File: src/rtl/ps2_pkg.sv
// Shared PS/2 key tracker definitions: prefix/ignored byte codes, frame bit
// positions, prefix FSM encoding and the key event payload.
package ps2_pkg;

  localparam int unsigned KEY_W   = 9;
  localparam int unsigned KEY_NUM = 1 << KEY_W;
  localparam int unsigned BIT_W   = 4;

  localparam logic [7:0] PREFIX_EXT = 8'hE0;
  localparam logic [7:0] PREFIX_BRK = 8'hF0;

  localparam logic [7:0] IGN_00 = 8'h00;
  localparam logic [7:0] IGN_AA = 8'hAA;
  localparam logic [7:0] IGN_EE = 8'hEE;
  localparam logic [7:0] IGN_FA = 8'hFA;
  localparam logic [7:0] IGN_FE = 8'hFE;
  localparam logic [7:0] IGN_FF = 8'hFF;

  // Frame bit index: 0 start, 1..8 data, 9 parity, 10 stop
  localparam logic [BIT_W-1:0] BIT_DATA_LAST = 4'd8;
  localparam logic [BIT_W-1:0] BIT_PARITY    = 4'd9;

  typedef enum logic [1:0] {
    ST_IDLE    = 2'd0,
    ST_EXT     = 2'd1,
    ST_BRK     = 2'd2,
    ST_EXT_BRK = 2'd3
  } prefix_state_t;

  typedef struct packed {
    logic             make;
    logic [KEY_W-1:0] code;
  } key_event_t;

  function automatic logic is_ignored(input logic [7:0] b);
    return (b == IGN_00) || (b == IGN_AA) || (b == IGN_EE) ||
           (b == IGN_FA) || (b == IGN_FE) || (b == IGN_FF);
  endfunction

endpackage

File: src/rtl/ps2_frame_rx.sv
// PS/2 serial frame receiver: synchronizers, clock glitch filter, 11-bit framing
// with timeout. Define PS2_PARITY_CHECK_EN to drop frames failing odd parity.
module ps2_frame_rx
  import ps2_pkg::*;
#(
  parameter int unsigned FILTER_LEN = 8,
  parameter int unsigned TIMEOUT    = 20000
) (
  input  logic       clk,
  input  logic       rst,
  input  logic       ps2_clk,
  input  logic       ps2_data,
  output logic [7:0] data_byte,
  output logic       byte_valid
);

  localparam int unsigned FLT_W = (FILTER_LEN > 1) ? $clog2(FILTER_LEN) : 1;
  localparam int unsigned TO_W  = (TIMEOUT > 1) ? $clog2(TIMEOUT) : 1;

  logic             clk_s1, clk_s2, dat_s1, dat_s2;
  logic [FLT_W-1:0] flt_cnt;
  logic             flt_clk, flt_clk_d;
  logic             fall_c;
  logic [BIT_W-1:0] bit_cnt;
  logic [TO_W-1:0]  to_cnt;
  logic [7:0]       shreg;
  logic             start_bit;
  logic             frame_ok_c;
`ifdef PS2_PARITY_CHECK_EN
  logic             parity_bit;
`endif

  // Two-flop synchronizers, idle-high
  always_ff @(posedge clk) begin
    if (rst) begin
      clk_s1 <= 1'b1;
      clk_s2 <= 1'b1;
      dat_s1 <= 1'b1;
      dat_s2 <= 1'b1;
    end else begin
      clk_s1 <= ps2_clk;
      clk_s2 <= clk_s1;
      dat_s1 <= ps2_data;
      dat_s2 <= dat_s1;
    end
  end

  // Level flips only after FILTER_LEN consecutive samples disagree with it
  always_ff @(posedge clk) begin
    if (rst) begin
      flt_cnt   <= '0;
      flt_clk   <= 1'b1;
      flt_clk_d <= 1'b1;
    end else begin
      flt_clk_d <= flt_clk;
      if (clk_s2 == flt_clk) begin
        flt_cnt <= '0;
      end else if (flt_cnt == FLT_W'(FILTER_LEN - 1)) begin
        flt_clk <= clk_s2;
        flt_cnt <= '0;
      end else begin
        flt_cnt <= flt_cnt + FLT_W'(1);
      end
    end
  end

  assign fall_c = flt_clk_d & ~flt_clk;

  always_comb begin
    frame_ok_c = ~start_bit & dat_s2;
`ifdef PS2_PARITY_CHECK_EN
    frame_ok_c = frame_ok_c & (^{shreg, parity_bit});
`endif
  end

  // All 11 bits are always consumed so a bad start bit cannot misalign the next frame
  always_ff @(posedge clk) begin
    if (rst) begin
      bit_cnt    <= '0;
      to_cnt     <= '0;
      shreg      <= '0;
      start_bit  <= 1'b0;
      data_byte  <= '0;
      byte_valid <= 1'b0;
`ifdef PS2_PARITY_CHECK_EN
      parity_bit <= 1'b0;
`endif
    end else begin
      byte_valid <= 1'b0;
      if (fall_c) begin
        to_cnt <= '0;
        if (bit_cnt == '0) begin
          start_bit <= dat_s2;
          bit_cnt   <= BIT_W'(1);
        end else if (bit_cnt <= BIT_DATA_LAST) begin
          shreg   <= {dat_s2, shreg[7:1]};
          bit_cnt <= bit_cnt + BIT_W'(1);
        end else if (bit_cnt == BIT_PARITY) begin
`ifdef PS2_PARITY_CHECK_EN
          parity_bit <= dat_s2;
`endif
          bit_cnt <= bit_cnt + BIT_W'(1);
        end else begin
          bit_cnt <= '0;
          if (frame_ok_c) begin
            data_byte  <= shreg;
            byte_valid <= 1'b1;
          end
        end
      end else if (bit_cnt != '0) begin
        if (to_cnt == TO_W'(TIMEOUT - 1)) begin
          bit_cnt <= '0;
          to_cnt  <= '0;
        end else begin
          to_cnt <= to_cnt + TO_W'(1);
        end
      end
    end
  end

endmodule

File: src/rtl/ps2_key_tracker.sv
// PS/2 set-2 key state tracker: decodes E0/F0 prefixes into make/break events
// and maintains a held-key bitmap. Parity checking via PS2_PARITY_CHECK_EN.
module ps2_key_tracker
  import ps2_pkg::*;
#(
  parameter int unsigned FILTER_LEN = 8,
  parameter int unsigned TIMEOUT    = 20000
) (
  input  logic               clk,
  input  logic               rst,
  input  logic               PS2_CLK,
  input  logic               PS2_DATA,
  output logic [KEY_NUM-1:0] key_down,
  output logic [KEY_W-1:0]   last_change,
  output logic               been_ready
);

  logic [7:0]    rx_byte;
  logic          byte_valid;
  prefix_state_t state, state_nxt;
  key_event_t    ev_c;
  logic          ev_valid_c;

  ps2_frame_rx #(
    .FILTER_LEN(FILTER_LEN),
    .TIMEOUT   (TIMEOUT)
  ) u_frame_rx (
    .clk       (clk),
    .rst       (rst),
    .ps2_clk   (PS2_CLK),
    .ps2_data  (PS2_DATA),
    .data_byte (rx_byte),
    .byte_valid(byte_valid)
  );

  always_ff @(posedge clk) begin
    if (rst) state <= ST_IDLE;
    else     state <= state_nxt;
  end

  // Prefix tracking and event decode
  always_comb begin
    state_nxt  = state;
    ev_valid_c = 1'b0;
    ev_c       = '0;
    if (byte_valid) begin
      if (rx_byte == PREFIX_EXT) begin
        state_nxt = ST_EXT;
      end else if (rx_byte == PREFIX_BRK) begin
        case (state)
          ST_IDLE: state_nxt = ST_BRK;
          ST_EXT:  state_nxt = ST_EXT_BRK;
          default: state_nxt = state;
        endcase
      end else if ((state == ST_IDLE) && is_ignored(rx_byte)) begin
        state_nxt = ST_IDLE;
      end else begin
        ev_valid_c = 1'b1;
        ev_c.make  = (state == ST_IDLE) || (state == ST_EXT);
        ev_c.code  = {(state == ST_EXT) || (state == ST_EXT_BRK), rx_byte};
        state_nxt  = ST_IDLE;
      end
    end
  end

  always_ff @(posedge clk) begin
    if (rst) begin
      key_down    <= '0;
      last_change <= '0;
      been_ready  <= 1'b0;
    end else begin
      been_ready <= ev_valid_c;
      if (ev_valid_c) begin
        key_down[ev_c.code] <= ev_c.make;
        last_change         <= ev_c.code;
      end
    end
  end

endmodule
File: config.mk
export PLATFORM = sky130hd
export DESIGN_NAME = ps2_key_tracker
export DESIGN_NICKNAME = d
export VERILOG_FILES = /design/src/rtl/ps2_pkg.sv /design/src/rtl/ps2_frame_rx.sv /design/src/rtl/ps2_key_tracker.sv
export SDC_FILE = /design/constraint.sdc
export NUM_CORES = 1
export LEC_CHECK = 0
export BUFFER_PORTS_ARGS = -buffer_cell sky130_fd_sc_hd__clkbuf_2
export CORE_ASPECT_RATIO = 1.25
export CORE_UTILIZATION = 49
export CTS_CLUSTER_SIZE = 24
export DETAILED_ROUTE_END_ITERATION = 6
export HOLD_SLACK_MARGIN = 0.15
export PLACE_DENSITY = 0.79
export SYNTH_ARGS = -nofsm -noshare
export SYNTH_HDL_FRONTEND = slang
export SYNTH_SLANG_ARGS = --single-unit
File: constraint.sdc
create_clock -name clk -period 2.4 [get_ports clk]
set_clock_uncertainty 0.1 [all_clocks]
set_input_delay 0.12 -clock clk [delete_from_list [all_inputs] [get_ports clk]]
set_output_delay 0.12 -clock clk [all_outputs]
set_load 0.05 [all_outputs]
==> results.md, run 1 <==
- completed — result of the run
- 22.1k — count of vias placed by the detailed router
- 6 — drt first pass iters
- 38.5% — Rel. slew slack
- 2730 ps — signal arrival time at the worst endpoint
- 60 ps — Clock transition at path regs
- input port to register — HP Class
- 1 — antenna violations before repair
- 50 ps — register-to-register setup slack
- sky130_fd_sc_hd__dfxtp_1, sky130_fd_sc_hd__o21ai_0, sky130_fd_sc_hd__nor2b_1 — top post-synthesis cells by count
- sky130_fd_sc_hd__dfxtp_1 — leading area contributor after synthesis
- 27 — largest driver fanout on the critical path
- 49.7% — starting density of the core
- 30.4% — global-route total usage across every layer
- 47.4% — share of synthesized area occupied by flip-flops and latches
- 0% — fraction of synthesis flops using an asynchronous set or reset pin
- 0.00386 W — Sw Pwr
- 923 ps — transition time at the pin with the least slew margin
- 300 ps — Min Hold Slack
- 0 — Post-route DRC
- 24.4% — area grow syn2layout
- buf_4 > nor2_1 > buf_4 > nand2_1 > buf_4 > o21ai_0 > o31ai_1 — sequence of cells on the critical path
- 3828 — non-filler instance count after layout
- 25.3% — share of cells above drive strength 1
- 0 — number of synthesized flops with an enable pin
- 2 — H-Tree Level Count
- 5.78 — DR vias/cell
- 206 — largest net degree at the start of global routing
- 54 — number of buffers created by CTS
- 1743 — Iteration-0 DRC Markers
- 50.8% — sequential group share of total power
- register — CP Capture Type
- -79.4 ps — pre-CTS setup slack
- 0 — final hold viol count
- 48400 um2 — core area
- 250 um — die boundary height
- 200 um — die outline width
- 4053 — Layout fillers
- 0 — GRT Residual Overflow
- register to register — critical path start-end classification
- 3 — buffer and inverter count on the worst path
- 48.1% — Clk pwr share
- 526 — I/O pin count
- 350 ps — largest stage delay on the critical path
- 2350 ps — post-layout min period
- sky130_fd_sc_hd__dfxtp_1 — count leader, synth
- 525 — Port Buffer Count
- sky130_fd_sc_hd__clkbuf_16 — Root Buffer
- register — type of origin of the critical path
- done — clock tree from TritonCTS
- sky130_fd_sc_hd__dfxtp_1 — Critical-path top delay cell
- 570 — count of state elements after synthesis
- no — setup repair after global routing missed its margin
- 3 — deepest clock path buffer count
- 622 nW/um2 — Power Dens Cells
- 1.1% — combinational share of power
- 90 — site row count
- 570 — clock sink total
- sky130_fd_sc_hd__buf_4 — crit-path most repeated cell
- buffers and inverters — family of cells with the greatest summed delay on the critical path
- 20.7% — switching portion of total power
- 0.550 mV — peak supply drop
- 2780 ps — Req. time, crit path
- 97.9% — Final period util
- 50000 um2 — overall die area
- 53 — Unique masters post-synth
- 53000 um — HPWL after DPL
- 2731 — gate count after technology mapping
- sky130_fd_sc_hd__dfxtp_1, sky130_fd_sc_hd__o31ai_1, sky130_fd_sc_hd__nor2b_1 — leading cell types by total area after synthesis
- 0 — Antenna Nets Post-Route
- 11.8 nW — static leakage power
- 120000 um — global-route wire length before repair
- 0 — pins over their slew limit
- 600 ps — worst skew pair latency
- 0.0148 W — Internal Pwr Total
- 47.4% — area fraction of the dominant cell type after synthesis
- 0.925 — Placer Congestion
- 20.8 um — detail-routed net length per standard cell
- 8.81 um2 — average instance area after synthesis
- 0 — Maximum Capacitance Violations
- 0.0186 W — post-layout power
- 20.8k — number of global-route vias before repair
- 0 — Yosys warning total
- 3149 — Net count, final
- 61.8% — core occupancy in the finished layout
- 0.426 GHz — timing-limited maximum frequency
- 51.2 ps — final setup margin
- 3718 — placed cell count
- 79400 um — Final Routed Wirelength
- 24100 um2 — synthesized area
- 2741 — syn nets
- sky130_fd_sc_hd__dfxtp_1 — dominant register cell in the synthesized netlist
- 0 — Antenna Cells
- 0 — final setup violation count
## cells by family after synthesis
logic type	after synthesis	share of synthesized area (%)
compound gates	976	24.9
buf+inv	343	5.67
mux	68	2.83
simple gates	756	18.4
fa+ha+maj	6	0.312
flops	570	47.4
xor+xnor	12	0.437
## power groups by stage
stage	combinational [W]	clock [W]	sequential, W
3_5_place_dp	0.000196	0	0.00968
2_1_floorplan	0.000148	0	0.00967
3_3_place_gp	0.000191	0	0.00968
5_1_grt	0.000221	0.00946	0.00946
4_1_cts	0.000203	0.00906	0.00946
6_report	0.000206	0.00894	0.00946
## through the flow
stage          setup TNS [ps]  cell area [um2]
5_1_grt                     0            29900
3_5_place_dp             -923            27900
2_1_floorplan               0            24100
3_3_place_gp             -204            27900
4_1_cts                     0            29900
6_report                    0            29900
## sequential cells by signal, indices dropped and copies added, names as in the netlist, 2 cells and up
name / cells
key_down: 512
u_frame_rx.to_cnt: 15
last_change: 9
u_frame_rx.data_byte: 8
u_frame_rx.shreg: 8
u_frame_rx.bit_cnt: 4
u_frame_rx.flt_cnt: 3
state: 2
## area by class of cell
cell class	count	area (um2)	area share [%]
flip-flops and latches	570	11400	38.1
well taps	644	806	2.69
clock inverters	13	181	0.606
repair buffers	686	4310	14.4
inverters	9	33.8	0.113
multi-input cells	1818	11500	38.4
clock buffers	88	1690	5.65
## tightest hold or removal path: stages
cell and delay (ps):
sky130_fd_sc_hd__dlygate4sd3_1 570, sky130_fd_sc_hd__buf_8 200, sky130_fd_sc_hd__a21oi_1 50
## path summary, 6_finish.rpt
kind                      startpoint                    to  depth (start not counted)
max          u_frame_rx.data_byte[4]         key_down[392]                          7
min                              rst  u_frame_rx.start_bit                          3
max reg2reg  u_frame_rx.data_byte[4]         key_down[392]                          7
min reg2reg        u_frame_rx.clk_s1     u_frame_rx.clk_s2                          1
## cells in the final DEF, fill, tap and decap left out, drive strengths merged, types with 6 or more instances in the layout
| cell | count |
|---|---|
| mux2i | 68 |
| nand2 | 50 |
| nand2b | 51 |
| clkbuf | 613 |
| a21oi | 65 |
| nor4 | 6 |
| nor3 | 37 |
| ha | 6 |
| o31ai | 394 |
| o21ai | 476 |
| buf | 155 |
| nand4 | 25 |
| clkinv | 8 |
| a31oi | 6 |
| inv | 9 |
| nor3b | 9 |
| xor2 | 6 |
| xnor2 | 6 |
| nor2b | 408 |
| dfxtp | 570 |
| nand3b | 8 |
| nor2 | 54 |
| or2 | 7 |
| a211oi | 10 |
| nand3 | 38 |
| or3 | 39 |
## timing repair
action,CTS,global route
buffers inserted,2,0
hold buffers,5,0
setup endpoints to repair,77,52
hold endpoints to repair,105,0
pin swaps,2,0
gates cloned,1,1
resized for setup,9,7
## metal layers
metal	GRT usage, %	vias to the layer above	wire length (um)
met2	49.8	969	37300
met5	0	-	0
met4	17.3	0	4470
li1	-	10600	-
met1	36.7	10400	31100
met3	6.76	233	6530
No activity file was read; power rests on OpenSTA's default activity.
==> run 2, diff against run 1 <==
Settings changed: CTS_BUF_LIST set to sky130_fd_sc_hd__clkbuf_16.
==> run 2 against run 1 <==
  * Utilization up 0.44 points
  * Via count up 0.97%
  * First-iteration DRC count up 9.9%
  * Power down 3.0%
  * Cell count up 0.42%
  * Register-to-register slack worse by 50 ps
  * Critical path type unchanged
  * Critical endpoint is now key_down[324]
  * Largest power group unchanged
  * Highest routed layer unchanged
==> results.md, run 2 (same netlist as run 1, synthesis figures left out) <==
- 4038 — Layout fillers
- 1 — antenna violations before repair
- key_down — Reg with most FFs
- 3 — hold path cells
- 30.5% — global-route total usage across every layer
- 100% — Final period util
- sky130_fd_sc_hd__clkbuf_16 — Root Buffer
- 250 um — die boundary height
- 0 — GRT Residual Overflow
- 3 — deepest clock path buffer count
- 21.1 um — detail-routed net length per standard cell
- input port to register — HP Class
- done — clock tree from TritonCTS
- 0.6 ps — register-to-register setup slack
- 25.3% — share of cells above drive strength 1
- 911 ps — transition time at the pin with the least slew margin
- 0.551 mV — peak supply drop
- 305 ps — Min Hold Slack
- 2760 ps — signal arrival time at the worst endpoint
- 512 — max FFs per register
- register — CP Capture Type
- u_frame_rx.data_byte[4] — launching point of the worst reg2reg path
- key_down[324] — terminus of the critical flop-to-flop path
- 39.3% — Rel. slew slack
- 5.82 — DR vias/cell
- 2400 ps — post-layout min period
- key_down (512), u_frame_rx.to_cnt (15), last_change (9) — registers with the highest flip-flop counts
- 49.7% — starting density of the core
- 0.925 — Placer Congestion
- 206 — largest net degree at the start of global routing
- 599 nW/um2 — Power Dens Cells
- completed — result of the run
- 200 um — die outline width
- sky130_fd_sc_hd__dfxtp_1, sky130_fd_sc_hd__clkbuf_2, sky130_fd_sc_hd__o21ai_0 — leading cell types in the layout, fill and taps excluded
- 22.4k — count of vias placed by the detailed router
- 600 ps — worst skew pair latency
- 0.417 GHz — timing-limited maximum frequency
- 60 ps — Clock transition at path regs
- register — type of origin of the critical path
- register to register — critical path start-end classification
- 81200 um — Final Routed Wirelength
- u_frame_rx.start_bit — hold worst-path end
- 20.9k — number of global-route vias before repair
- 11 — largest driver fanout on the critical path
- 0 — final setup violation count
- 12.0 nW — static leakage power
- 0 — final hold viol count
- 25.3% — area grow syn2layout
- 525 — Port Buffer Count
- 53000 um — HPWL after DPL
- 3165 — Net count, final
- 8 — Worst R2R Path Depth
- 0 — Maximum Capacitance Violations
- 48400 um2 — core area
- 0 — Antenna Cells
- 0.0181 W — post-layout power
- 121000 um — global-route wire length before repair
- 0 — Antenna Nets Post-Route
- 90 — site row count
- 0 — pins over their slew limit
- rst — Hold Crit Start
- 50000 um2 — overall die area
- 7 — drt first pass iters
- 570 — clock sink total
- sky130_fd_sc_hd__dfxtp_1 — most frequent standard cell in the layout excluding fill and tap cells
- 0 — Post-route DRC
- 526 — I/O pin count
- 54 — number of buffers created by CTS
- 2760 ps — Req. time, crit path
- 1915 — Iteration-0 DRC Markers
- 2 — H-Tree Level Count
==> run 2: cell count changes in the layout (fill, tap and decap cells not counted), moves of 2 or more <==
cell,delta
sky130_fd_sc_hd__clkbuf_16,+7
sky130_fd_sc_hd__buf_6,+5
sky130_fd_sc_hd__inv_1,+16
sky130_fd_sc_hd__clkbuf_1,-16
sky130_fd_sc_hd__buf_8,+2
sky130_fd_sc_hd__clkbuf_8,-15
sky130_fd_sc_hd__clkinv_1,+15
==> run 2: through the flow <==
stage	setup slack (ps)	instances	setup TNS (ps)	instance area [um2]	util (%)
after detailed placement	-79.4	3718	-923	27900	57.6
final	0.648	3844	0	30200	62.3
after global routing	-28.4	3844	-30.5	30200	62.3
after global placement	-67.4	3718	-204	27900	57.6
after floorplan	99.7	2731	0	24100	-
after CTS	-34.2	3833	-923	29800	61.6
==> run 2: how the worst max path moves through the flow <==
| stage | depth (start not counted) | slack (ps) | start | endpoint |
|---|---|---|---|---|
| 5_1_grt | 9 | -30 | u_frame_rx.data_byte[4] | key_down[324] |
| 2_1_floorplan | 8 | 100 | u_frame_rx.data_byte[1] | key_down[303] |
| 4_1_cts | 8 | -30 | u_frame_rx.data_byte[0] | key_down[328] |
| 3_3_place_gp | 7 | -70 | u_frame_rx.data_byte[6] | key_down[254] |
| 3_5_place_dp | 7 | -80 | u_frame_rx.data_byte[6] | key_down[254] |
| 6_report | 8 | 0.6 | u_frame_rx.data_byte[4] | key_down[324] |
==> run 2: layout make-up <==
type / instances / area [um2] / area share, %
multi-input combinational: 1818 / 11500 / 38.3
sequential: 570 / 11400 / 37.9
timing repair buffer: 702 / 4640 / 15.4
clock buffer: 57 / 1430 / 4.73
tap: 644 / 806 / 2.67
clock inverter: 44 / 298 / 0.987
inverter: 9 / 33.8 / 0.112
==> run 2: critical path, stage by stage, from the launching register on <==
cell	delay, ps
sky130_fd_sc_hd__dfxtp_1	360
sky130_fd_sc_hd__or4_4	540
sky130_fd_sc_hd__o22a_1	220
sky130_fd_sc_hd__o21a_1	140
sky130_fd_sc_hd__o21ai_4	220
sky130_fd_sc_hd__buf_6	190
sky130_fd_sc_hd__buf_12	190
sky130_fd_sc_hd__buf_6	180
sky130_fd_sc_hd__o31ai_1	110
==> run 2: repair_timing <==
action	4_1_cts	5_1_grt
endpoints found under the hold margin	103	0
pin swaps	1	3
hold buffers	5	0
gates resized for setup	6	25
gates cloned	2	10
setup endpoints to repair	76	342
buffers inserted	7	1
==> run 2: layer usage <==
| layer | part of all wire [%] | up-vias | GRT usage [%] |
|---|---|---|---|
| met2 | 47 | 1029 | 50.1 |
| li1 | - | 10600 | - |
| met5 | 0 | - | 0 |
| met4 | 5.7 | 0 | 17.4 |
| met3 | 8.5 | 245 | 6.84 |
| met1 | 39 | 10500 | 36.8 |
==> run 2: power breakdown <==
part | internal (W) | switching (W) | leakage, nW | total (W)
registers | 0.00946 | 0.00000211 | 4.59 | 0.00946
logic | 0.0000413 | 0.000166 | 6.50 | 0.000207
clock network | 0.00470 | 0.00368 | 0.902 | 0.00838
==> run 3, diff against run 2 <==
Settings changed: REMOVE_ABC_BUFFERS set to 1.
==> run 3 against run 2 <==
  * Sequential share of layout area is essentially flat
  * Combinational power about the same
  * Power fell by 0.84%
  * Worst hold slack improved by 6.0 ps
  * Fmax grew 0.52%
  * Clock-buffer cell count shrank 2
  * Die area unchanged
  * Critical path type unchanged
  * Highest routed layer unchanged
==> results.md, run 3 (same netlist as run 1, synthesis figures left out) <==
- 3153 — Net count, final
- 1.1% — combinational share of power
- register — CP Capture Type
- 570 — clock sink total
- u_frame_rx.byte_valid — launching point of the worst reg2reg path
- 594 nW/um2 — Power Dens Cells
- 70 ps — Clock transition at path regs
- sky130_fd_sc_hd__dfxtp_1, sky130_fd_sc_hd__clkbuf_2, sky130_fd_sc_hd__o21ai_0 — leading cell types in the layout, fill and taps excluded
- 55 — number of buffers created by CTS
- 3831 — non-filler instance count after layout
- 250 um — die boundary height
- 48400 um2 — core area
- 0.00392 W — Sw Pwr
- sky130_fd_sc_hd__dfxtp_1 — most frequent standard cell in the layout excluding fill and tap cells
- 20.7k — number of global-route vias before repair
- 902 ps — transition time at the pin with the least slew margin
- 2770 ps — signal arrival time at the worst endpoint
- 1921 — Iteration-0 DRC Markers
- 530 ps — largest stage delay on the critical path
- 13.0 ps — final setup margin
- 52.9% — sequential group share of total power
- u_frame_rx.byte_valid — Setup crit start
- 30.1% — global-route total usage across every layer
- key_down — Reg with most FFs
- register to register — critical path start-end classification
- 50000 um2 — overall die area
- simple AND/OR/NAND/NOR gates — family of cells with the greatest summed delay on the critical path
- 7 — CP Depth
- 6 — drt first pass iters
- 526 — I/O pin count
- 22.5k — count of vias placed by the detailed router
- 0 — Post-route DRC
- 2390 ps — post-layout min period
- completed — result of the run
- 82400 um — Final Routed Wirelength
- and3_1 > nor2b_1 > o221ai_4 > buf_12 > buf_12 > o21ai_0 > o31ai_1 — sequence of cells on the critical path
- 0 — final hold viol count
- 46.0% — Clk pwr share
- 21.5 um — detail-routed net length per standard cell
- 525 — Port Buffer Count
- 99.5% — Final period util
- 119000 um — global-route wire length before repair
- 0 — Antenna Nets Post-Route
- 0 — final setup violation count
- 2 — buffer and inverter count on the worst path
- 2 — H-Tree Level Count
- 21.9% — switching portion of total power
- sky130_fd_sc_hd__clkbuf_16 — Root Buffer
- 49.7% — starting density of the core
- 10 ps — register-to-register setup slack
- 0 — Antenna Cells
- 200 um — die outline width
- 21 — largest driver fanout on the critical path
- done — clock tree from TritonCTS
- key_down[479] — crit path capture
- 5.88 — DR vias/cell
- -108 ps — pre-CTS setup slack
- 3703 — placed cell count
- 12.0 nW — static leakage power
- sky130_fd_sc_hd__buf_12 — crit-path most repeated cell
- sky130_fd_sc_hd__dfxtp_2 — Critical-path top delay cell
- 0 ps — Total Negative Setup Slacks
- 3 — deepest clock path buffer count
- 51700 um — HPWL after DPL
- key_down (512), u_frame_rx.to_cnt (15), last_change (9) — registers with the highest flip-flop counts
- 311 ps — Min Hold Slack
- 90 — site row count
- 25.3% — area grow syn2layout
- 2780 ps — Req. time, crit path
- 0 — pins over their slew limit
- 0 — antenna violations before repair
- register to register — HP Class
- key_down[479] — terminus of the critical flop-to-flop path
- 7 — Worst R2R Path Depth
- 0.419 GHz — timing-limited maximum frequency
- 0 — Maximum Capacitance Violations
- 620 ps — worst skew pair latency
- 0.852 — Placer Congestion
- register — type of origin of the critical path
- 0.544 mV — peak supply drop
- 39.9% — Rel. slew slack
- 0.0140 W — Internal Pwr Total
- 193 — largest net degree at the start of global routing
- 512 — max FFs per register
- 0 — GRT Residual Overflow
- 0.0179 W — post-layout power
- 25.3% — share of cells above drive strength 1
run 3: cell count changes in the layout (fill, tap and decap cells not counted), moves of 3 or more:
cell / previous run / this run
sky130_fd_sc_hd__buf_12: 30 / 23
sky130_fd_sc_hd__a211oi_1: 8 / 5
sky130_fd_sc_hd__inv_6: 0 / 4
sky130_fd_sc_hd__buf_4: 121 / 100
sky130_fd_sc_hd__a211oi_2: 2 / 5
sky130_fd_sc_hd__inv_1: 24 / 27
sky130_fd_sc_hd__clkinv_2: 5 / 11
sky130_fd_sc_hd__clkbuf_16: 65 / 72
sky130_fd_sc_hd__buf_16: 3 / 10
sky130_fd_sc_hd__clkinv_1: 16 / 9
run 3: how the worst min path moves through the flow:
stage | start | endpoint | slack, ps | depth (start not counted)
2_1_floorplan | rst | key_down[106] | 90 | 1
3_3_place_gp | PS2_DATA | u_frame_rx.dat_s1 | 210 | 2
3_5_place_dp | PS2_DATA | u_frame_rx.dat_s1 | 220 | 2
4_1_cts | u_frame_rx.clk_s1 | u_frame_rx.clk_s2 | 310 | 1
5_1_grt | u_frame_rx.clk_s1 | u_frame_rx.clk_s2 | 320 | 1
6_report | u_frame_rx.clk_s1 | u_frame_rx.clk_s2 | 310 | 1
run 3: area by class of cell:
class | instances | area (um2)
well taps | 644 | 806
multi-input cells | 1818 | 11500
flip-flops and latches | 570 | 11400
inverters | 9 | 33.8
fillers | 4078 | 18300
clock buffers | 55 | 1380
clock inverters | 46 | 289
repair buffers | 689 | 4700
run 3: through the flow:
stage | area, um2 | util (%)
final | 30200 | 62.3
after global routing | 30200 | 62.3
after CTS | 29500 | 61.0
after detailed placement | 27700 | 57.3
after global placement | 27700 | 57.3
after floorplan | 22700 | -
run 3: power groups by stage:
stage	sequential (W)	combinational [W]	clock, W
after global routing	0.00946	0.000217	0.00868
after CTS	0.00946	0.000202	0.00834
after global placement	0.00968	0.000192	0
final	0.00946	0.000205	0.00823
after detailed placement	0.00968	0.000195	0
after floorplan	0.00967	0.0000305	0
run 3: timing repair:
action / CTS / global route
resized for setup: 7 / 30
hold buffers: 5 / 0
gates cloned: 1 / 20
pin swaps: 1 / 2
hold endpoints to repair: 90 / 0
setup endpoints to repair: 219 / 373
buffers inserted: 1 / 1
run 3: per-layer routing:
layer  track usage (%)  part of all wire (%)
met1              36.8                    39
met2              48.3                    47
met3              4.98                   7.2
met4              20.8                   6.6
met5                 0                     0
